--- src/rtl/mips_mem_access_unit.sv ---
// mips_mem_access_unit: load/store initiator for a byte-addressed data memory whose read lanes are big-endian
// and whose write lanes are little-endian; sub-word stores use read-modify-write.
module mips_mem_access_unit #(
    parameter int MEM_BYTES = 1024
) (
    input  logic        clk,
    input  logic        rst_n,
    input  logic        req_valid,
    output logic        req_ready,
    input  logic        req_write,
    input  logic [1:0]  req_size,
    input  logic        req_signed,
    input  logic [31:0] req_addr,
    input  logic [31:0] req_wdata,
    output logic        resp_valid,
    output logic [31:0] resp_data,
    output logic        resp_err,
    output logic [31:0] mem_address,
    output logic [31:0] write_data,
    output logic        sig_mem_read,
    output logic        sig_mem_write,
    input  logic [31:0] read_data
);
    typedef enum logic [2:0] {IDLE, RD, RMW_RD, WR, DONE} state_t;
    state_t state, state_nxt;
    logic        r_write, r_signed;
    logic [1:0]  r_size;
    logic [31:0] r_addr, r_wdata, rd_word;
    logic [32:0] end_addr;
    logic        req_err, accept;
    logic [1:0]  k;
    logic [4:0]  sh_b, sh_h;
    logic [7:0]  ld_byte;
    logic [15:0] ld_half;
    logic [31:0] load_val, merged_b, merged_h, merged;
    assign end_addr = {1'b0, req_addr[31:2], 2'b00} + 33'd4;
    assign req_err  = (req_size == 2'b11) || (req_size == 2'b01 && req_addr[0]) ||
                      (req_size == 2'b10 && req_addr[1:0] != 2'b00) || (end_addr > 33'(MEM_BYTES));
    assign accept   = req_valid && req_ready;
    // Byte k of a read sits at read_data[31-8k -: 8]; shifting by 8*(3-k) brings it to the bottom.
    assign k        = r_addr[1:0];
    assign sh_b     = {~k, 3'b000};
    assign sh_h     = {~k[1], 4'b0000};
    assign ld_byte  = 8'(read_data >> sh_b);
    assign ld_half  = 16'(read_data >> sh_h);
    assign load_val = r_size == 2'b00 ? {{24{r_signed & ld_byte[7]}}, ld_byte} :
                      r_size == 2'b01 ? {{16{r_signed & ld_half[15]}}, ld_half} : read_data;
    assign merged_b = (rd_word & ~(32'h0000_00FF << sh_b)) | ({24'b0, r_wdata[7:0]} << sh_b);
    assign merged_h = (rd_word & ~(32'h0000_FFFF << sh_h)) | ({16'b0, r_wdata[15:0]} << sh_h);
    assign merged   = r_size == 2'b10 ? r_wdata : r_size == 2'b01 ? merged_h : merged_b;
    always_comb begin
        state_nxt = state;
        case (state)
            IDLE:    if (req_valid) state_nxt = req_err ? DONE : !req_write ? RD :
                                                req_size == 2'b10 ? WR : RMW_RD;
            RD:      state_nxt = DONE;
            RMW_RD:  state_nxt = WR;
            WR:      state_nxt = DONE;
            default: state_nxt = IDLE;
        endcase
    end
    always_comb begin
        req_ready     = state == IDLE;
        resp_valid    = state == DONE;
        sig_mem_read  = state == RD || state == RMW_RD;
        sig_mem_write = state == WR;
        mem_address   = (sig_mem_read || sig_mem_write) ? {r_addr[31:2], 2'b00} : 32'd0;
        // Memory stores write_data[7:0] at the lowest address, so the big-endian image is byte-reversed.
        write_data    = sig_mem_write ? {merged[7:0], merged[15:8], merged[23:16], merged[31:24]} : 32'd0;
    end
    always_ff @(posedge clk or negedge rst_n) begin
        if (!rst_n) begin
            state     <= IDLE;
            r_write   <= 1'b0;
            r_signed  <= 1'b0;
            r_size    <= 2'b00;
            r_addr    <= 32'd0;
            r_wdata   <= 32'd0;
            rd_word   <= 32'd0;
            resp_data <= 32'd0;
            resp_err  <= 1'b0;
        end else begin
            state <= state_nxt;
            if (accept) begin
                r_write  <= req_write;
                r_signed <= req_signed;
                r_size   <= req_size;
                r_addr   <= req_addr;
                r_wdata  <= req_wdata;
            end
            if (state == RMW_RD) rd_word <= read_data;
            if (accept && req_err) begin
                resp_data <= 32'd0;
                resp_err  <= 1'b1;
            end else if (state == RD) begin
                resp_data <= load_val;
                resp_err  <= 1'b0;
            end else if (state == WR) begin
                resp_data <= 32'd0;
                resp_err  <= 1'b0;
            end
        end
    end
endmodule

--- config.mk ---
export PLATFORM = sky130hd
export DESIGN_NAME = mips_mem_access_unit
export DESIGN_NICKNAME = d
export VERILOG_FILES = /design/src/rtl/mips_mem_access_unit.sv
export SDC_FILE = /design/constraint.sdc
export NUM_CORES = 1
export LEC_CHECK = 0
export BUFFER_PORTS_ARGS = -buffer_cell sky130_fd_sc_hd__clkbuf_2
export CAP_MARGIN = 10
export CORE_MARGIN = 5
export CORE_UTILIZATION = 30
export CTS_CLUSTER_SIZE = 30
export DETAILED_ROUTE_END_ITERATION = 7
export MAX_ROUTING_LAYER = met4
export REMOVE_ABC_BUFFERS = 1
export SETUP_SLACK_MARGIN = 0.2
export SYNTH_ARGS = -nofsm -noshare
export SYNTH_HDL_FRONTEND = slang
export SYNTH_SLANG_ARGS = --single-unit
export TNS_END_PERCENT = 1
--- constraint.sdc ---
create_clock -name clk -period 2.3 [get_ports clk]
set_input_delay 0.46 -clock clk [delete_from_list [all_inputs] [get_ports clk]]
set_output_delay 0.46 -clock clk [all_outputs]
set_load 0.005 [all_outputs]
==> metrics.csv <==
metric,value,unit
Final GP Congestion,0.850,
worst-path maximum fanout,8,
row count,55,
DR vias/cell,5.10,
Post-synth EDFFs,0,
met3 usage,5.72,%
worst hold endpoint,r_wdata[3],
number of max-cap violations,0,
WHS,0.252,ns
first-pass GRT wire length,36400,um
failing checks,negative setup slack,
DRC violations left,0,
leakage power,4.55,nW
Finished Cell Area,10000,um2
largest net degree at the start of global routing,69,
Root Buffer Master,clkbuf_16,
Worst Hold Launch,req_wdata[3],
GRT met1 Usage,24.1,%
vias in the first global route,6358,
PortBufs,201,
Die Width,163,um
WL final,23500,um
Startpoint Class,register,
Core ar.,22800,um2
Pre-antenna DRT Iters,5,
"CP delay by family, top",flip-flops,
total gr overflow,0,
Yosys reg bits,135,
status,"finished, violations left",
Max IR drop VDD,0.000439,V
GRT Overall Usage,18.1,%
Skew-Pair Late Insertion Delay,0.42,ns
"Async S/R FF share, synth",100,%
r2r setup slk,0.36,ns
net count of the finished layout,1006,
# H-tree levels,4,
synth warn,0,
HPWL after DPL,16600,um
CTS tree,done,
Num CTS Buffers,17,
Max clock buf depth,2,
max incr delay on CP,0.46,ns
Setup WS pre-CTS,-0.315,ns
final setup vio count,23,
synth unique cells,51,
final setup margin,-0.0600,ns
starting density of the core,30.7,%
critical path type,reg2out,
DR vias,6275,
Cells on Worst Hold Path,3,
pwr dens,676,nW/um2
"Arr. time, crit path",1.90,ns
Max Clk Rate,424,MHz
TritonCTS Sinks,135,
Reg-to-Reg Start,r_size[1],
Worst R2R Path Depth,9,
Final Hold Vio Count,0,
RSZ-0062 raised after global routing,yes,
share of cells above drive strength 1,56.1,%
register area share after synthesis,48.4,%
Final Instance Count excl. Fillers,1230,
DR WL/cell,19.1,um
met2 Track Usage GR,27.1,%
worst reg2reg endpoint,resp_data[13],
worst hold path class,in2reg,
"CTS clk-pin slew, worst paths",0.06,ns
GR peak layer,met2,
Die ar.,26400,um2
crit-path cells,nor2b_4 -> a21oi_2 -> buf_6 -> buf_8 -> nand3_1 -> a21oi_2 -> clkbuf_2,
DP Area,8530,um2
DIE HEIGHT,163,um
Area Overhead vs Synth,43.7,%
IO Pins,204,
Crit. End Element,output pin,
Critical Path RT,1.84,ns
placed cell count,1185,
Crit path top cell by count,a21oi_2,
"Slowest-stage cell, CP",dfrtp_2,
initial antenna violation count,2,
Post-Synthesis Cells,687,
Post-Syn Area,6990,um2
Mean Syn Cell Area,10.2,um2
fin. max-slew vios,0,
Period minus WS final,2.36,ns
WP buf/inv,3,
final period utilization,103,%
Worst Skew,0.0116,ns
remaining antenna violation count after routing,0,
drt initial violations,335,
Most used DFF post-synth,dfrtp_1,
==> flip-flops by register name, indices dropped and copies added, names as in the netlist <==
register / count
resp_err: 1
rd_word: 32
state: 3
r_addr: 32
r_wdata: 32
resp_data: 32
r_size: 2
r_signed: 1
==> cells in the final DEF, fill, tap and decap left out, types with 8 or more instances in the layout <==
cell,n
o21ai_2,15
o22a_1,8
clkbuf_16,17
nor3_1,9
o21ai_0,35
buf_2,12
inv_1,12
a21oi_1,18
nor2_2,8
nand3_1,18
buf_12,10
dfrtp_1,128
buf_6,40
clkbuf_2,154
and2_4,30
o221ai_2,8
nand2_1,80
a21oi_2,26
nor2_1,31
mux2_2,91
mux4_2,8
buf_4,27
==> final cells by class <==
type	instances	area, um2
antenna	2	5.00
clock buffer	18	429
clock inverter	13	148
fill	2174	12700
inverter	12	45.0
multi-input combinational	486	3820
sequential	135	3390
tap	313	392
timing repair buffer	251	1810
==> synthesized netlist by cell type, types with 10 or more instances <==
cell,n,share of area (%)
nor2_1,42,2.3
mux2_2,91,15
dfrtp_1,135,48
o21ai_0,39,2.8
nand2_1,82,4.4
nand3_1,20,1.4
nor3_1,16,1.1
a211oi_1,10,1.1
a21oi_1,45,3.2
inv_1,12,0.64
clkbuf_1,42,2.3
and2_1,33,3.0
o21ai_2,10,1.3
==> where the power goes <==
group	switching [mW]	total, mW	internal (mW)
registers	0.126	2.68	2.55
logic	0.730	1.37	0.636
clock network	1.13	2.74	1.61
total	1.99	6.79	4.80
==> repair_timing <==
item                                    CTS  global route
cloned                                    2             0
endpoints found under the setup margin   64            93
pin swaps                                36            63
setup buffers                             9             0
hold endpoints to repair                  6             0
hold buffers                              1             0
gates resized for setup                  70           141
==> per-layer routing <==
metal | vias up | part of all wire [%] | wire length [um]
li1 | 2901 | - | -
met1 | 3120 | 44 | 10300
met2 | 231 | 47 | 11000
met3 | 23 | 8.5 | 1990
met4 | 0 | 1.0 | 244
met5 | - | 0 | 0
==> tightest hold or removal path, cell delays in order <==
cell      delay (ns)
clkbuf_2        0.07
nand2_1         0.03
o21ai_0         0.06
==> worst max-delay path by stage <==
| stage | from | to | cells after the start |
|---|---|---|---|
| after floorplan | state[0] | resp_data[28] | 4 |
| after global placement | req_addr[13] | resp_err | 8 |
| after detailed placement | req_addr[12] | resp_err | 8 |
| after CTS | r_size[1] | write_data[1] | 7 |
| after global routing | r_size[1] | write_data[14] | 8 |
| final | r_size[0] | write_data[25] | 7 |
==> kinds of logic (layout without fill, tap and decap cells) <==
| kind of cell | Yosys count | in the layout | synth area share (%) |
|---|---|---|---|
| other | 1 | 4 | 0.0537 |
| DFF | 135 | 135 | 48.4 |
| xor gates and xnor gates | 4 | 4 | 0.502 |
| muxes | 100 | 100 | 17.4 |
| AOI/OAI and AO/OA | 160 | 160 | 14.6 |
| buffers and inverters | 67 | 294 | 4.08 |
| and+or+nand+nor | 220 | 220 | 15.0 |
==> stage by stage <==
stage / total power [mW] / TNS (ns) / util, %
6_report: 6.79 / -0.538 / 44.1
5_1_grt: 7.09 / -2.88 / 44.1
4_1_cts: 6.79 / -0.219 / 41.9
3_5_place_dp: 3.77 / -8.40 / 37.4
3_3_place_gp: 3.75 / -6.47 / 37.4
2_1_floorplan: 3.26 / -23.50 / -
Note: power is estimated with default switching activity, not from simulation.
